**config.mk**
```make
export PLATFORM = sky130hd
export DESIGN_NAME = time_display_driver
export DESIGN_NICKNAME = d
export VERILOG_FILES = /design/src/rtl/time_display_driver.sv
export SDC_FILE = /design/constraint.sdc
export NUM_CORES = 1
export LEC_CHECK = 0
export CORE_ASPECT_RATIO = 0.6
export CORE_MARGIN = 3
export CORE_UTILIZATION = 60
export DETAILED_ROUTE_END_ITERATION = 10
export PLACE_DENSITY_LB_ADDON = 0.1
export RECOVER_POWER = 50
export SYNTH_ARGS = -nofsm -noshare
export SYNTH_HDL_FRONTEND = slang
export SYNTH_SLANG_ARGS = --single-unit
```
**constraint.sdc**
```tcl
create_clock -name clk -period 3.6 [get_ports clk]
set_input_delay 0.54 -clock clk [delete_from_list [all_inputs] [get_ports clk]]
set_output_delay 0.54 -clock clk [all_outputs]
set_load 0.01 [all_outputs]
```
**src/rtl/time_display_driver.sv**
```systemverilog
// MM:SS driver for a 4-digit common-anode seven-segment display fed by a seconds count.
// Define TIME_DISPLAY_LZ_BLANK_EN to blank the minute-tens digit when it is zero.
module time_display_driver #(
  parameter int TIMER_WIDTH = 16,
  parameter int CLK_FREQ    = 100_000_000,
  parameter int SCAN_HZ     = 1000
) (
  input  logic                   clk,
  input  logic                   rst_n,
  input  logic [TIMER_WIDTH-1:0] i_current_time,
  input  logic                   i_blank,
  output logic [6:0]             o_seg,
  output logic                   o_dp,
  output logic [3:0]             o_an,
  output logic                   o_busy
);

  localparam int SCAN_DIV = CLK_FREQ / (SCAN_HZ * 4);
  localparam int PW       = (SCAN_DIV > 1) ? $clog2(SCAN_DIV) : 1;

  typedef enum logic [1:0] {S_IDLE, S_DIV60, S_TENS, S_COMMIT} state_e;

  state_e                 state_q, state_d;
  logic [TIMER_WIDTH-1:0] last_q, last_d;
  logic [TIMER_WIDTH-1:0] work_q, work_d;
  logic [6:0]             min_q, min_d, sec_q, sec_d;
  logic [3:0]             mt_q, mt_d, st_q, st_d;
  logic [3:0][3:0]        disp_q, disp_d;
  logic [1:0]             idx_q, idx_d;
  logic [PW-1:0]          presc_q, presc_d;
  logic [3:0]             an_q, an_d;
  logic [6:0]             seg_q, seg_d;
  logic                   dp_q, dp_d, busy_q, busy_d;
  logic [3:0]             digit;

  function automatic logic [6:0] seg7(input logic [3:0] d);
    case (d)
      4'd0:    seg7 = 7'b1000000;
      4'd1:    seg7 = 7'b1111001;
      4'd2:    seg7 = 7'b0100100;
      4'd3:    seg7 = 7'b0110000;
      4'd4:    seg7 = 7'b0011001;
      4'd5:    seg7 = 7'b0010010;
      4'd6:    seg7 = 7'b0000010;
      4'd7:    seg7 = 7'b1111000;
      4'd8:    seg7 = 7'b0000000;
      4'd9:    seg7 = 7'b0010000;
      default: seg7 = 7'h7F;
    endcase
  endfunction

  // NOTE: every register, including the digit store, is reset so a mid-conversion reset leaves no stale state.
  // NOTE: sequential state uses non-blocking assignments so all flops update from pre-edge values.
  always_ff @(posedge clk) begin
    if (!rst_n) begin
      state_q <= S_IDLE;
      last_q  <= '0;
      work_q  <= '0;
      min_q   <= '0;
      sec_q   <= '0;
      mt_q    <= '0;
      st_q    <= '0;
      disp_q  <= '0;
      idx_q   <= '0;
      presc_q <= '0;
      an_q    <= 4'b1110;
      seg_q   <= 7'b1000000;
      dp_q    <= 1'b1;
      busy_q  <= 1'b0;
    end else begin
      state_q <= state_d;
      last_q  <= last_d;
      work_q  <= work_d;
      min_q   <= min_d;
      sec_q   <= sec_d;
      mt_q    <= mt_d;
      st_q    <= st_d;
      disp_q  <= disp_d;
      idx_q   <= idx_d;
      presc_q <= presc_d;
      an_q    <= an_d;
      seg_q   <= seg_d;
      dp_q    <= dp_d;
      busy_q  <= busy_d;
    end
  end

  // NOTE: each always_comb assigns defaults first so no path can infer a latch.
  always_comb begin
    state_d = state_q;
    case (state_q)
      S_IDLE:   if (i_current_time != last_q) state_d = S_DIV60;
      S_DIV60:  if (work_q < TIMER_WIDTH'(60) || min_q == 7'd99) state_d = S_TENS;
      S_TENS:   if (min_q < 7'd10 && sec_q < 7'd10) state_d = S_COMMIT;
      S_COMMIT: state_d = S_IDLE;
      default:  state_d = S_IDLE;
    endcase
  end

  always_comb begin
    last_d = last_q;
    work_d = work_q;
    min_d  = min_q;
    sec_d  = sec_q;
    mt_d   = mt_q;
    st_d   = st_q;
    disp_d = disp_q;
    case (state_q)
      S_IDLE: begin
        if (i_current_time != last_q) begin
          last_d = i_current_time;
          work_d = i_current_time;
          min_d  = '0;
          mt_d   = '0;
          st_d   = '0;
        end
      end
      S_DIV60: begin
        if (work_q >= TIMER_WIDTH'(60)) begin
          // Beyond 99 minutes the display pins at 99:59.
          if (min_q == 7'd99) begin
            sec_d = 7'd59;
          end else begin
            work_d = work_q - TIMER_WIDTH'(60);
            min_d  = min_q + 7'd1;
          end
        end else begin
          sec_d = 7'(work_q);
        end
      end
      S_TENS: begin
        if (min_q >= 7'd10) begin
          min_d = min_q - 7'd10;
          mt_d  = mt_q + 4'd1;
        end
        if (sec_q >= 7'd10) begin
          sec_d = sec_q - 7'd10;
          st_d  = st_q + 4'd1;
        end
      end
      S_COMMIT: disp_d = {mt_q, min_q[3:0], st_q, sec_q[3:0]};
      default: ;
    endcase
  end

  always_comb begin
    busy_d  = (state_d != S_IDLE);
    presc_d = presc_q + PW'(1);
    idx_d   = idx_q;
    if (presc_q == PW'(SCAN_DIV - 1)) begin
      presc_d = '0;
      idx_d   = idx_q + 2'd1;
    end
    digit = disp_q[idx_d];
    an_d  = ~(4'b0001 << idx_d);
    seg_d = seg7(digit);
`ifdef TIME_DISPLAY_LZ_BLANK_EN
    if (idx_d == 2'd3 && digit == 4'd0) seg_d = 7'h7F;
`endif
    dp_d = (idx_d != 2'd2);
    if (i_blank) begin
      an_d  = 4'b1111;
      seg_d = 7'h7F;
      dp_d  = 1'b1;
    end
  end

  assign o_seg  = seg_q;
  assign o_dp   = dp_q;
  assign o_an   = an_q;
  assign o_busy = busy_q;

endmodule

```
# Yosys cells after proc, flatten, opt, wreduce, memory -nomap -nowiden
# Memory sizes are Yosys's and may differ from the RTL's.
# Index checks and enable logic that the tools add are counted.
[totals] register_bits=102 romBits=112 in_bits=19 output_inout_bits=13 mem_count=1
[mem_list] memory="(name not given)" depth=16 width=7 rd=1 rd_clocked_by_memory_dff=0 write_ports=0 line_no="37" source="case (d)"
[classes] addsub=8 order_cmp=7 eq_ne=13 shifts=1 muxes=27 bitwise_logic=2 reduce_logical=16
[op_table] operator="two-way mux 7 bit" count=7
[op_table] operator="two-way mux 16 bit" count=3
[op_table] operator="case mux 16 bit (2 select lines)" count=1
[op_table] operator="case mux 7 bit (3 select lines)" count=1
[op_table] operator=">= comparator 16 x 6 -> 1 bit (second input constant)" count=1
[op_table] operator="< comparator 16 x 6 -> 1 bit (second input constant)" count=1
[op_table] operator="two-way mux 4 bit" count=4
[op_table] operator="inequality test 16 bit" count=1
[op_table] operator="case mux 4 bit (2 select lines)" count=2
[op_table] operator="subtractor 16 x 6 -> 16 bit (second input constant)" count=1
[op_table] operator="adder 15 x 1 -> 15 bit (second input constant)" count=1
[op_table] operator="== test 15 bit (second input constant)" count=1
[op_table] operator=">= comparator 7 x 4 -> 1 bit (second input constant)" count=2
[op_table] operator="< comparator 7 x 4 -> 1 bit (second input constant)" count=2
[op_table] operator="case mux 7 bit (2 select lines)" count=1
[op_table] operator="subtractor 7 x 4 -> 7 bit (second input constant)" count=2
[op_table] operator="inequality test 2 bit (second input constant)" count=6
[op_table] operator="AND reduction 3 bit" count=3
[op_table] operator="adder 4 x 1 -> 4 bit (second input constant)" count=2
[op_table] operator="binary-select mux 4 bit (select 2 bit)" count=1
[op_table] operator="two-way mux 2 bit" count=4
[op_table] operator="case mux 2 bit (4 select lines)" count=1
[op_table] operator="nonzero test 2 bit" count=4
[op_table] operator="adder 7 x 1 -> 7 bit (second input constant)" count=1
[op_table] operator="19 further kinds" count=21

# Longest topological paths before layout
# An unclocked memory read counts as a cell.
[logic_depth] ltp_word=6 mapped_depth=15 mapped_depth_nobuf=12

# Worst setup path before layout
# No wires, ideal clock.
[synth_path] path_kind="reg-to-reg" startpoint="register presc_q[0]" endpoint="register seg_q[0] (netlist: o_seg[0])" setup_time_ns=0.070 arrival_time_ns=2.740 slack_ns=0.790 stages_incl_launch_ff=16 synth_period_minus_slack_ns=2.810 path_cell_list="dfxtp_1 ha_1 and2_0 buf_2 and4_4 buf_6 buf_2 xnor2_1 nor2_1 a221o_1 inv_1 ha_1 inv_1 o41ai_1 a21oi_1 a21oi_1"
[synth_between] elab_chain_cells=6
[synth_lines] element="from (decl)" line_no="30" source="logic [PW-1:0] presc_q, presc_d;"
[synth_lines] element="from (signal assigned)" line_no="80" source="presc_q <= presc_d;"
[synth_lines] element="== test 15 bit" line_no="150" source="if (presc_q == PW'(SCAN_DIV - 1)) begin"
[synth_lines] element="two-way mux 2 bit" line_no="150"
[synth_lines] element="binary-select mux 4 bit (select 2 bit)" line_no="154" source="digit = disp_q[idx_d];"
[synth_lines] element="two-way mux 4 bit (implied by the code)" line_no="154"
[synth_lines] element="memory (16 x 7 bit)"
[synth_lines] element="two-way mux 6 bit" line_no="161" source="if (i_blank) begin"
[synth_lines] element="to (signal assigned)" line_no="82" source="seg_q <= seg_d;"
[synth_lines] element="to (decl)" line_no="32" source="logic [6:0] seg_q, seg_d;"
# No other way between the ends. The select of a mux whose other input is x is not followed.
# A chain may end at the register's enable or synchronous reset.

# Worst setup path in the final report
[layout_path] startpoint="register presc_q[0]" endpoint="register seg_q[3] (netlist: o_seg[3])"
# The elaborated chain is that of the path after synthesis.

==> summary.md <==
| Metric | Value |
|---|---|
| First-pass GRT wire length | `approximately 24 mm` |
| Post-Syn Area | `between 0.005 and 0.006 mm²` |
| Die height | `between 80 and 90 µm` |
| Hold_buf cts | `0` |
| Cell area power density | `approximately 460 mW/mm²` |
| Chip width | `130 µm` |
| CP startpoint kind | `flop` |
| Most frequent cells in the layout | `dfxtp_1 (101), nor2_1 (90), nand2_1 (50), a21oi_1 (49), mux2i_1 (39)` |
| Fraction of layout cells with a size suffix above 1 | `roughly 7%` |
| Max FO, Critical Path | `16` |
| Count of different cell masters after synthesis | `74` |
| Reg2Reg Launch Point | `presc_q[0]$_SDFF_PP0_` |
| # setup viols final | `0` |
| Row count | `26` |
| Worst-Skew Late Latency | `between 0.3 and 0.4 ns` |
| Initial core utilization | `~63%` |
| GRT Overall Usage | `between 20 and 30%` |
| Clock net sink count | `between 100 and 150` |
| Hold Crit Depth | `1` |
| F_max | `roughly 320 MHz` |
| WS Path Type | `flop to flop` |
| Max VDD drop | `approximately 0.29 mV` |
| RR Endpoint | `o_seg[3]$_SDFF_PN0_` |
| Synth area leader | `dfxtp_1` |
| Dominant cells by area after synthesis | `dfxtp_1 (37%), mux2i_1 (7.1%), nor2_1 (6.1%)` |
| CP Launch Point | `presc_q[0]$_SDFF_PP0_` |
| Num ports | `32` |
| Antenna violations before repair | `0` |
| Ys Warns | `0` |
| Crit path cell chain | `ha_1, and2_0, and4_4, o21ai_0, a221o_1, inv_1, ha_1, inv_1, o41ai_1, a21oi_1, a21oi_1` |
| Synth Register Bits | `around 100` |
| DRT antenna net count | `0` |
| Max_cap viols | `0` |
| CTS tree | `done` |
| Fin Clk Skew | `between 0.007 and 0.008 ns` |
| HP Class | `flop to flop` |
| Final critical-path share of the clock period | `between 80% and 90%` |
| Final cell count without fillers | `about 780` |
| Post-synth top area share | `a little over a third` |
| PortBufs | `31` |
| CP max stage cell | `a221o_1` |
| Fillers | `roughly 690` |
| DRT iter0 DRCs | `between 500 and 600` |
| Clock-pin slew on the worst setup and hold paths | `0.07 ns` |
| Arrival time worst endpoint | `about 3.4 ns` |
| Status | `completed` |
| HPWL after detailed placement | `between 10 and 15 mm` |
| Post-synth top flop | `dfxtp_1` |
| Deepest clock path buffer count | `2` |
| Total number of vias | `~5100` |
| Period minus WS final | `around 3.1 ns` |
| Setup Buffers After CTS | `0` |
| Worst reg2reg setup slack | `roughly 0.46 ns` |
| Avg Cell Area, Syn | `between 8 and 9 µm²` |
| Unrepaired setup endpoints after global routing | `no` |
| Rel. slew slack | `under 10%` |
| Nets | `around 700` |
| Final Total Pwr | `approximately 2900 µW` |
| CP peak stage delay | `between 0.4 and 0.5 ns` |
| Clock root buffer | `clkbuf_16` |
| Most common cell after layout, fill and taps aside | `dfxtp_1` |
| Worst Tran Pin Value | `~1.4 ns` |
| Total CTS buffers | `9` |
| Hold Crit Endpoint | `presc_q[0]$_SDFF_PP0_` |
| Fin. max-slew vios | `0` |
| Setup TNS Final | `0 ns` |
| Critical path required time | `3.87 ns` |
| TritonRoute pass-1 iters | `8` |
| Core Box Area | `0.00875 mm²` |
| Placed cells | `between 700 and 800` |
| Sequential area share after synthesis | `a little over a third` |
| Vias in the first global route | `approximately 4700` |
| FFs w/ async S/R, synth | `0%` |
| Largest net degree at the start of global routing | `36` |
| Setup crit end kind | `flop` |
| Cells on worst reg2reg path | `11` |
| Total grt overflow | `0` |
| # DRC | `0` |
| Post-synth EDFFs | `0` |
| Area grow syn2layout | `11.7%` |
| Mean routed wirelength per cell | `approximately 19 µm` |
| Final RePlAce weighted congestion | `a little over 0.9` |
| Vias per std cell | `6.49` |
| Static leakage | `roughly 0.0022 µW` |
| Synth Instances | `around 660` |
| Die area | `approximately 0.010 mm²` |
| Worst hold start | `presc_q[0]$_SDFF_PP0_` |
| Final hold viol count | `0` |
| # diodes | `0` |
| Routed wire length | `~14 mm` |
| Syn Nets | `between 600 and 700` |
| Post-CTS Resized | `0` |
| Htree depth | `3` |
layout make-up:
type | count | area (µm²) | share of cell area (%)
multi-input cells | 489 | 3250 | 52.6
flip-flops and latches | 101 | 2020 | 32.7
repair buffers | 42 | 382 | 6.17
clock buffers | 9 | 225 | 3.64
well taps | 112 | 140 | 2.27
inverters | 24 | 90.1 | 1.46
clock inverters | 6 | 71.3 | 1.15
cells by family after synthesis:
logic type / count (synthesis) / synth area share [%]
AOI/OAI and AO/OA: 155 / 19.3
adders and majority gates: 20 / 4.52
buffers and inverters: 67 / 5.02
xor gates and xnor gates: 33 / 5.22
and+or+nand+nor: 237 / 20.9
DFF: 101 / 36.5
muxes: 44 / 8.54
metal layers:
metal	vias to the layer above	routed length [µm]	GRT usage (%)
met5	-	0	0
met4	0	149	7.37
met3	20	1490	8.37
met2	267	6060	41.7
met1	2418	6790	42.9
li1	2379	-	-
critical path, delay by kind of cell (launching register included):
kind	cells	cell delay [ns]
AO/OA/AOI/OAI	5	1.42
AND/OR/NAND/NOR	2	0.77
adder cells (fa/ha/maj)	2	0.36
flip-flops	1	0.35
buffers and inverters	2	0.17
report_power, final:
part | leakage [µW] | internal, µW | switching [µW]
registers | 0.000825 | 1200 | 83.8
logic | 0.00128 | 249 | 365
clock network | 0.000139 | 541 | 434
worst max path at each step:
stage                           to  depth (start not counted)
4_1_cts        o_seg[3]$_SDFF_PN0_                         11
6_report       o_seg[3]$_SDFF_PN0_                         11
3_5_place_dp   o_seg[3]$_SDFF_PN0_                         12
3_3_place_gp   o_seg[3]$_SDFF_PN0_                         12
5_1_grt        o_seg[0]$_SDFF_PN0_                         12
2_1_floorplan  o_seg[0]$_SDFF_PN0_                         15
metrics by stage:
step,worst slack (ns),hold WS [ns],cell area (µm²),utilization (%)
after floorplan,0.790,0.413,5540,-
after CTS,0.509,0.448,6210,70.9
after global routing,0.118,0.484,6180,70.7
after detailed placement,0.545,0.433,5910,67.5
final,0.456,0.445,6180,70.7
after global placement,0.640,0.423,5910,67.5
synthesized netlist by cell type (all sizes together) (6+ instances only):
cell type,instances
or3,10
o21ai,28
a31oi,7
nor2b,8
o22ai,6
o221a,6
buf,15
clkbuf,28
xnor2,23
ha,20
nand4,10
dfxtp,101
xor2,10
nor2,90
nand2,50
and3,8
a21oi,50
nand3,17
inv,23
mux2i,39
nor3,13
state kept, by name, indices dropped and copies added (netlist names):
| name | flops |
|---|---|
| work_q | 16 |
| disp_q | 16 |
| state_q | 2 |
| o_busy | 1 |
| idx_q | 2 |
| o_an | 4 |
| presc_q | 15 |
| last_q | 16 |
| sec_q | 7 |
| o_seg | 7 |
| min_q | 7 |
| mt_q | 4 |
| st_q | 4 |
No activity file was read; power rests on OpenSTA's default activity.
